===== config.mk =====
export PLATFORM = sky130hd
export DESIGN_NAME = add_serial
export DESIGN_NICKNAME = d
export VERILOG_FILES = /design/src/rtl/add_pkg.sv /design/src/rtl/add_slice.sv /design/src/rtl/add_serial.sv
export SDC_FILE = /design/constraint.sdc
export NUM_CORES = 1
export LEC_CHECK = 0
export CORE_ASPECT_RATIO = 2
export CORE_MARGIN = 2
export CORE_UTILIZATION = 51
export CTS_CLUSTER_DIAMETER = 100
export CTS_CLUSTER_SIZE = 24
export DETAILED_ROUTE_END_ITERATION = 8
export PLACE_DENSITY = 0.77
export SLEW_MARGIN = 20
export SYNTH_ARGS = -nofsm -noshare
export SYNTH_HDL_FRONTEND = slang
export SYNTH_SLANG_ARGS = --single-unit
export TNS_END_PERCENT = 50

===== constraint.sdc =====
create_clock -name clk -period 2.9 [get_ports clk]
set_input_delay 0.29 -clock clk [delete_from_list [all_inputs] [get_ports clk]]
set_output_delay 0.29 -clock clk [all_outputs]
set_load 0.05 [all_outputs]

===== src/rtl/add_pkg.sv =====
// Shared types for the digit-serial adder: FSM state encoding and counter sizing.
// Used by add_serial and add_slice.
package add_pkg;

    localparam int unsigned STATE_W = 2;

    typedef enum logic [STATE_W-1:0] {
        IDLE = 2'd0,
        RUN  = 2'd1,
        DONE = 2'd2
    } state_t;

    // Width of a counter that indexes n digits, never narrower than one bit.
    function automatic int unsigned cnt_width(input int unsigned n);
        return (n > 1) ? $clog2(n) : 1;
    endfunction

endpackage


===== src/rtl/add_slice.sv =====
// Combinational DIGIT-bit ripple-carry adder.
// add_serial evaluates one slice of the operands with it per cycle.
module add_slice
    import add_pkg::*;
#(
    parameter int unsigned DIGIT = 4
) (
    input  logic [DIGIT-1:0] a,
    input  logic [DIGIT-1:0] b,
    input  logic             ci,
    output logic [DIGIT-1:0] s,
    output logic             co
);

    always_comb begin
        logic [DIGIT:0] c;
        c    = '0;
        s    = '0;
        c[0] = ci;
        for (int i = 0; i < int'(DIGIT); i++) begin
            s[i]   = a[i] ^ b[i] ^ c[i];
            c[i+1] = (a[i] & b[i]) | (c[i] & (a[i] ^ b[i]));
        end
        co = c[DIGIT];
    end

endmodule


===== src/rtl/add_serial.sv =====
// Digit-serial adder: WIDTH-bit add, DIGIT bits per cycle, result valid on done.
// Define ADD_SERIAL_SUB_EN to add the sub port (a + ~b + 1, ci ignored).
module add_serial
    import add_pkg::*;
#(
    parameter int unsigned WIDTH = 16,
    parameter int unsigned DIGIT = 4
) (
    input  logic             clk,
    input  logic             rst_n,
    input  logic             start,
    input  logic [WIDTH-1:0] a,
    input  logic [WIDTH-1:0] b,
    input  logic             ci,
`ifdef ADD_SERIAL_SUB_EN
    input  logic             sub,
`endif
    output logic             busy,
    output logic             done,
    output logic [WIDTH-1:0] s,
    output logic             co
);

    localparam int unsigned N     = WIDTH / DIGIT;
    localparam int unsigned CNT_W = cnt_width(N);

    state_t           state;
    logic [WIDTH-1:0] a_q;
    logic [WIDTH-1:0] b_q;
    logic             carry_q;
    logic [CNT_W-1:0] cnt;

    logic [WIDTH-1:0] b_in_c;
    logic             ci_in_c;
    logic [DIGIT-1:0] sum_c;
    logic             co_c;
    logic [WIDTH-1:0] s_next_c;
    logic             accept_c;
    logic             last_c;

    // Subtraction is folded into the captured operand and initial carry.
`ifdef ADD_SERIAL_SUB_EN
    assign b_in_c  = sub ? ~b : b;
    assign ci_in_c = sub ? 1'b1 : ci;
`else
    assign b_in_c  = b;
    assign ci_in_c = ci;
`endif

    assign accept_c = start && ((state == IDLE) || (state == DONE));
    assign last_c   = (cnt == CNT_W'(N - 1));

    add_slice #(
        .DIGIT(DIGIT)
    ) u_slice (
        .a (a_q[DIGIT-1:0]),
        .b (b_q[DIGIT-1:0]),
        .ci(carry_q),
        .s (sum_c),
        .co(co_c)
    );

    // Result slices enter at the MSB end so the first slice lands at the LSB after N shifts.
    generate
        if (DIGIT == WIDTH) begin : g_single
            assign s_next_c = sum_c;
        end else begin : g_multi
            assign s_next_c = {sum_c, s[WIDTH-1:DIGIT]};
        end
    endgenerate

    always_ff @(posedge clk or negedge rst_n) begin
        if (!rst_n) begin
            state   <= IDLE;
            a_q     <= '0;
            b_q     <= '0;
            carry_q <= 1'b0;
            cnt     <= '0;
            busy    <= 1'b0;
            done    <= 1'b0;
            s       <= '0;
            co      <= 1'b0;
        end else begin
            done <= 1'b0;
            if (accept_c) begin
                state   <= RUN;
                a_q     <= a;
                b_q     <= b_in_c;
                carry_q <= ci_in_c;
                cnt     <= '0;
                busy    <= 1'b1;
            end else begin
                case (state)
                    RUN: begin
                        a_q     <= a_q >> DIGIT;
                        b_q     <= b_q >> DIGIT;
                        carry_q <= co_c;
                        s       <= s_next_c;
                        cnt     <= cnt + CNT_W'(1);
                        if (last_c) begin
                            state <= DONE;
                            busy  <= 1'b0;
                            done  <= 1'b1;
                            co    <= co_c;
                        end
                    end
                    DONE:    state <= IDLE;
                    IDLE:    state <= IDLE;
                    default: state <= IDLE;
                endcase
            end
        end
    end

endmodule


==> results.py <==
metrics = {
    "power_and_ir_drop": {
        "combPwrFrac_pct": 49.3,
        "internal_power_mw": 2.159,
        "clkPwrFrac_pct": 13.0,
        "report.power.total_mw": 3.846,
        "worst_ir_drop_vdd_uv": 845.3,
        "power.switching_fraction_pct": 43.87,
        "p_sw_mw": 1.687,
        "cellPowerDensity_nw_per_um2": 1150,
        "power_leakage_nw": 1.459,
        "seq_power_share_pct": 37.6,
    },
    "routing": {
        "wirelength_um": 5391,
        "viasPerCell": 5.362,
        "vias": 2000,
        "wl_per_cell_um": 14.45,
        "remaining_drc_errors": 0,
        "drtIter0Drc": 20,
        "length_of_the_first_detailed_routing_pass_in_iterations": 4,
        "drt.antenna.violating_nets": 0,
    },
    "grt": {
        "largest_net_degree_at_the_start_of_global_routing": 33,
        "grt_antenna_before_repair": 0,
        "via_count_of_the_first_global_routing_pass": 1964,
        "grt_remaining_overflow": 0,
        "global_route.usage.total_pct": 19.79,
        "grt_pass1_wl_um": 9211,
    },
    "synth": {
        "synth.top_cells.by_area": "dfrtp_1 (52%), mux2i_1 (8.5%), nand2_1 (7.1%)",
        "ys_ff_latch": 56,
        "postSynthAreaPerCell_um2": 10.16,
        "synth.distinct_cells": 29,
        "synth_top_cell_by_area": "dfrtp_1",
        "post_synthesis_sequential_area_ratio_pct": 51.83,
        "netlist_area_um2": 2704,
        "synth_largest_type_area_fraction_pct": 51.83,
        "netlist_instances": 266,
        "yosysWarnings": 0,
        "mappedNetlistNets": 307,
    },
    "critical_path": {
        "worst-path-max-fanout": 3,
        "timing.reg2reg.setup_slack_ps": 730,
        "startpoint_type": "flip-flop",
        "timing.critical_path.to_type": "flip-flop",
        "reg2regPathDepth": 8,
        "crit_type": "reg -> reg",
        "worst_ep_arrival_time_ps": 2400,
        "crit-reg2reg-capture": "s[15]",
        "reg2reg_from": "a_q[0]",
        "timing.critical_path.required_ps": 3130,
    },
    "die": {
        "chipWidth_um": 55.49,
        "dieHeight_um": 107.0,
        "placement_rows": 37,
        "die_area_um2": 5935,
        "floorplan.initialDensity_pct": 52.62,
        "top_level_pins": 55,
        "core-area_um2": 5139,
    },
    "timing": {
        "max_clock_freq_mhz": 460.9,
        "setup_tns_ps": 0,
        "rsz0062_at_grt": "no",
        "fin_worst_skew_ps": 9.900,
        "drv_slew": 0,
        "whs_ps": -10.65,
        "layout_worst_path_cycle_share_pct": 74.81,
        "finalWorstSetupSlack_ps": 730.4,
        "slew_headroom_pct": 56.71,
        "transition_time_of_the_tightest_slew_check_pin_ps": 649.3,
        "setup_violations": 0,
        "final-hold-violation-count": 12,
        "clock_period_minus_worst_slack_ps": 2170,
    },
    "layout": {
        "area_growth_pct": 23.65,
        "post_route_cells_drive_above_1_share_pct": 6.349,
        "final_design_area_no_fill_um2": 3343,
        "final_net_count": 355,
        "post-route-util_pct": 65.06,
        "instances_no_fill": 373,
        "num-fill-cells": 475,
        "antenna_cells_inserted": 0,
    },
    "outcome": {
        "outcome": "finished with violations",
        "violations": "negative hold slack",
    },
    "worst_hold_path": {
        "min-delay-path-class": "in -> async",
    },
    "place": {
        "finalWeightedCongestion": 0.7603,
        "detailed_place.area_um2": 3232,
        "placed_cells_incl_taps": 365,
        "port_buffers": 54,
        "preCtsSetupSlack_ps": 749.7,
        "detailedPlacementHpwl_um": 3996,
    },
    "cts": {
        "clkSinkCount": 56,
        "cts_max_path_buffers": 2,
        "post_cts_resize_count": 0,
        "ctsHtreeMaxLevel": 2,
        "post_cts.repair.setup_buffers": 0,
        "cts_tree": "done",
        "clk_pin_slew_ps": 100,
        "cts_bufs_inserted": 5,
        "cts_root_buf": "clkbuf_8",
        "worstSkewPairLatency_ps": 310,
        "ctsHoldBuffers": 0,
    },
    "flow_run": {
        "cap_violations": 0,
    },
}
==> worst max-delay path by stage <==
| stage | start | endpoint | slack (ps) | cells after the start |
|---|---|---|---|---|
| after global routing | a_q[0] | s[15] | 600 | 8 |
| after global placement | a_q[0] | s[15] | 790 | 8 |
| after CTS | a_q[0] | s[15] | 720 | 8 |
| after floorplan | a_q[0] | s[15] | 830 | 8 |
| final | a_q[0] | s[15] | 730 | 8 |
| after detailed placement | a_q[0] | s[15] | 750 | 8 |
==> layout make-up <==
type	count	area, µm²	share of cell area (%)
clock buffers	5	68.82	2.058
flip-flops and latches	56	1401	41.92
repair buffers	61	588.1	17.59
clock inverters	3	42.54	1.272
well taps	58	72.57	2.171
inverters	9	33.78	1.010
multi-input cells	181	1136	33.98
==> Yosys cell counts (all sizes together) <==
master / number
a221o: 2
and3b: 2
dfrtp: 56
a22o: 2
clkbuf: 2
nand2: 51
nor3: 6
mux2i: 23
buf: 18
fa: 4
nor2: 11
nand3: 1
mux2: 1
and2b: 2
a21oi: 19
and2: 1
inv: 9
nor2b: 17
nand2b: 3
ha: 1
o22ai: 6
o21ai: 12
a211oi: 17
==> cells in the final DEF (no fill, tap or decap), types with 7 or more instances in the layout <==
cell / instances
inv_1: 9
a21oi_1: 19
a211oi_1: 17
mux2i_1: 23
nor2b_1: 17
nor2_1: 9
nand2_1: 51
o21ai_0: 7
dfrtp_1: 56
clkdlybuf4s50_1: 53
buf_4: 7
==> cell families after synthesis <==
kind of cell,Yosys count,synth area share (%)
and+or+nand+nor,94,16.43
AOI/OAI and AO/OA,58,13.23
DFF,56,51.83
buffers and inverters,29,6.155
muxes,24,8.931
adders and majority gates,5,3.424
==> per-layer routing <==
| metal | share of wire (%) | wire length [µm] | vias up | GRT usage [%] |
|---|---|---|---|---|
| met5 | 0 | 0 | - | 0 |
| met4 | 1.4 | 78 | 0 | 6.272 |
| met2 | 57 | 3074 | 35 | 36.22 |
| li1 | - | - | 998 | - |
| met3 | 2.5 | 135 | 7 | 2.774 |
| met1 | 39 | 2103 | 960 | 23.51 |
==> sequential cells by signal, summed over array words and instances (netlist names) <==
| register | count |
|---|---|
| b_q | 16 |
| cnt | 2 |
| carry_q | 1 |
| s | 16 |
| a_q | 16 |
| busy | 1 |
| done | 1 |
| state | 2 |
| co | 1 |
==> power groups by stage <==
stage	clock [mW]	sequential (mW)	combinational, mW
floorplan	0	1.78	1.07
detailed placement	0	1.47	1.92
global route	0.548	1.51	2.09
global placement	0	1.45	1.86
finish	0.502	1.45	1.90
CTS	0.515	1.46	1.92
==> critical path, cell delays in order, from the launching register on <==
cell     delay (ps)
dfrtp_1         420
fa_1            420
inv_1            70
fa_1            150
inv_1            50
fa_1            360
inv_1            80
fa_1            400
o21ai_0         160
Note: power is estimated with default switching activity, not from simulation.
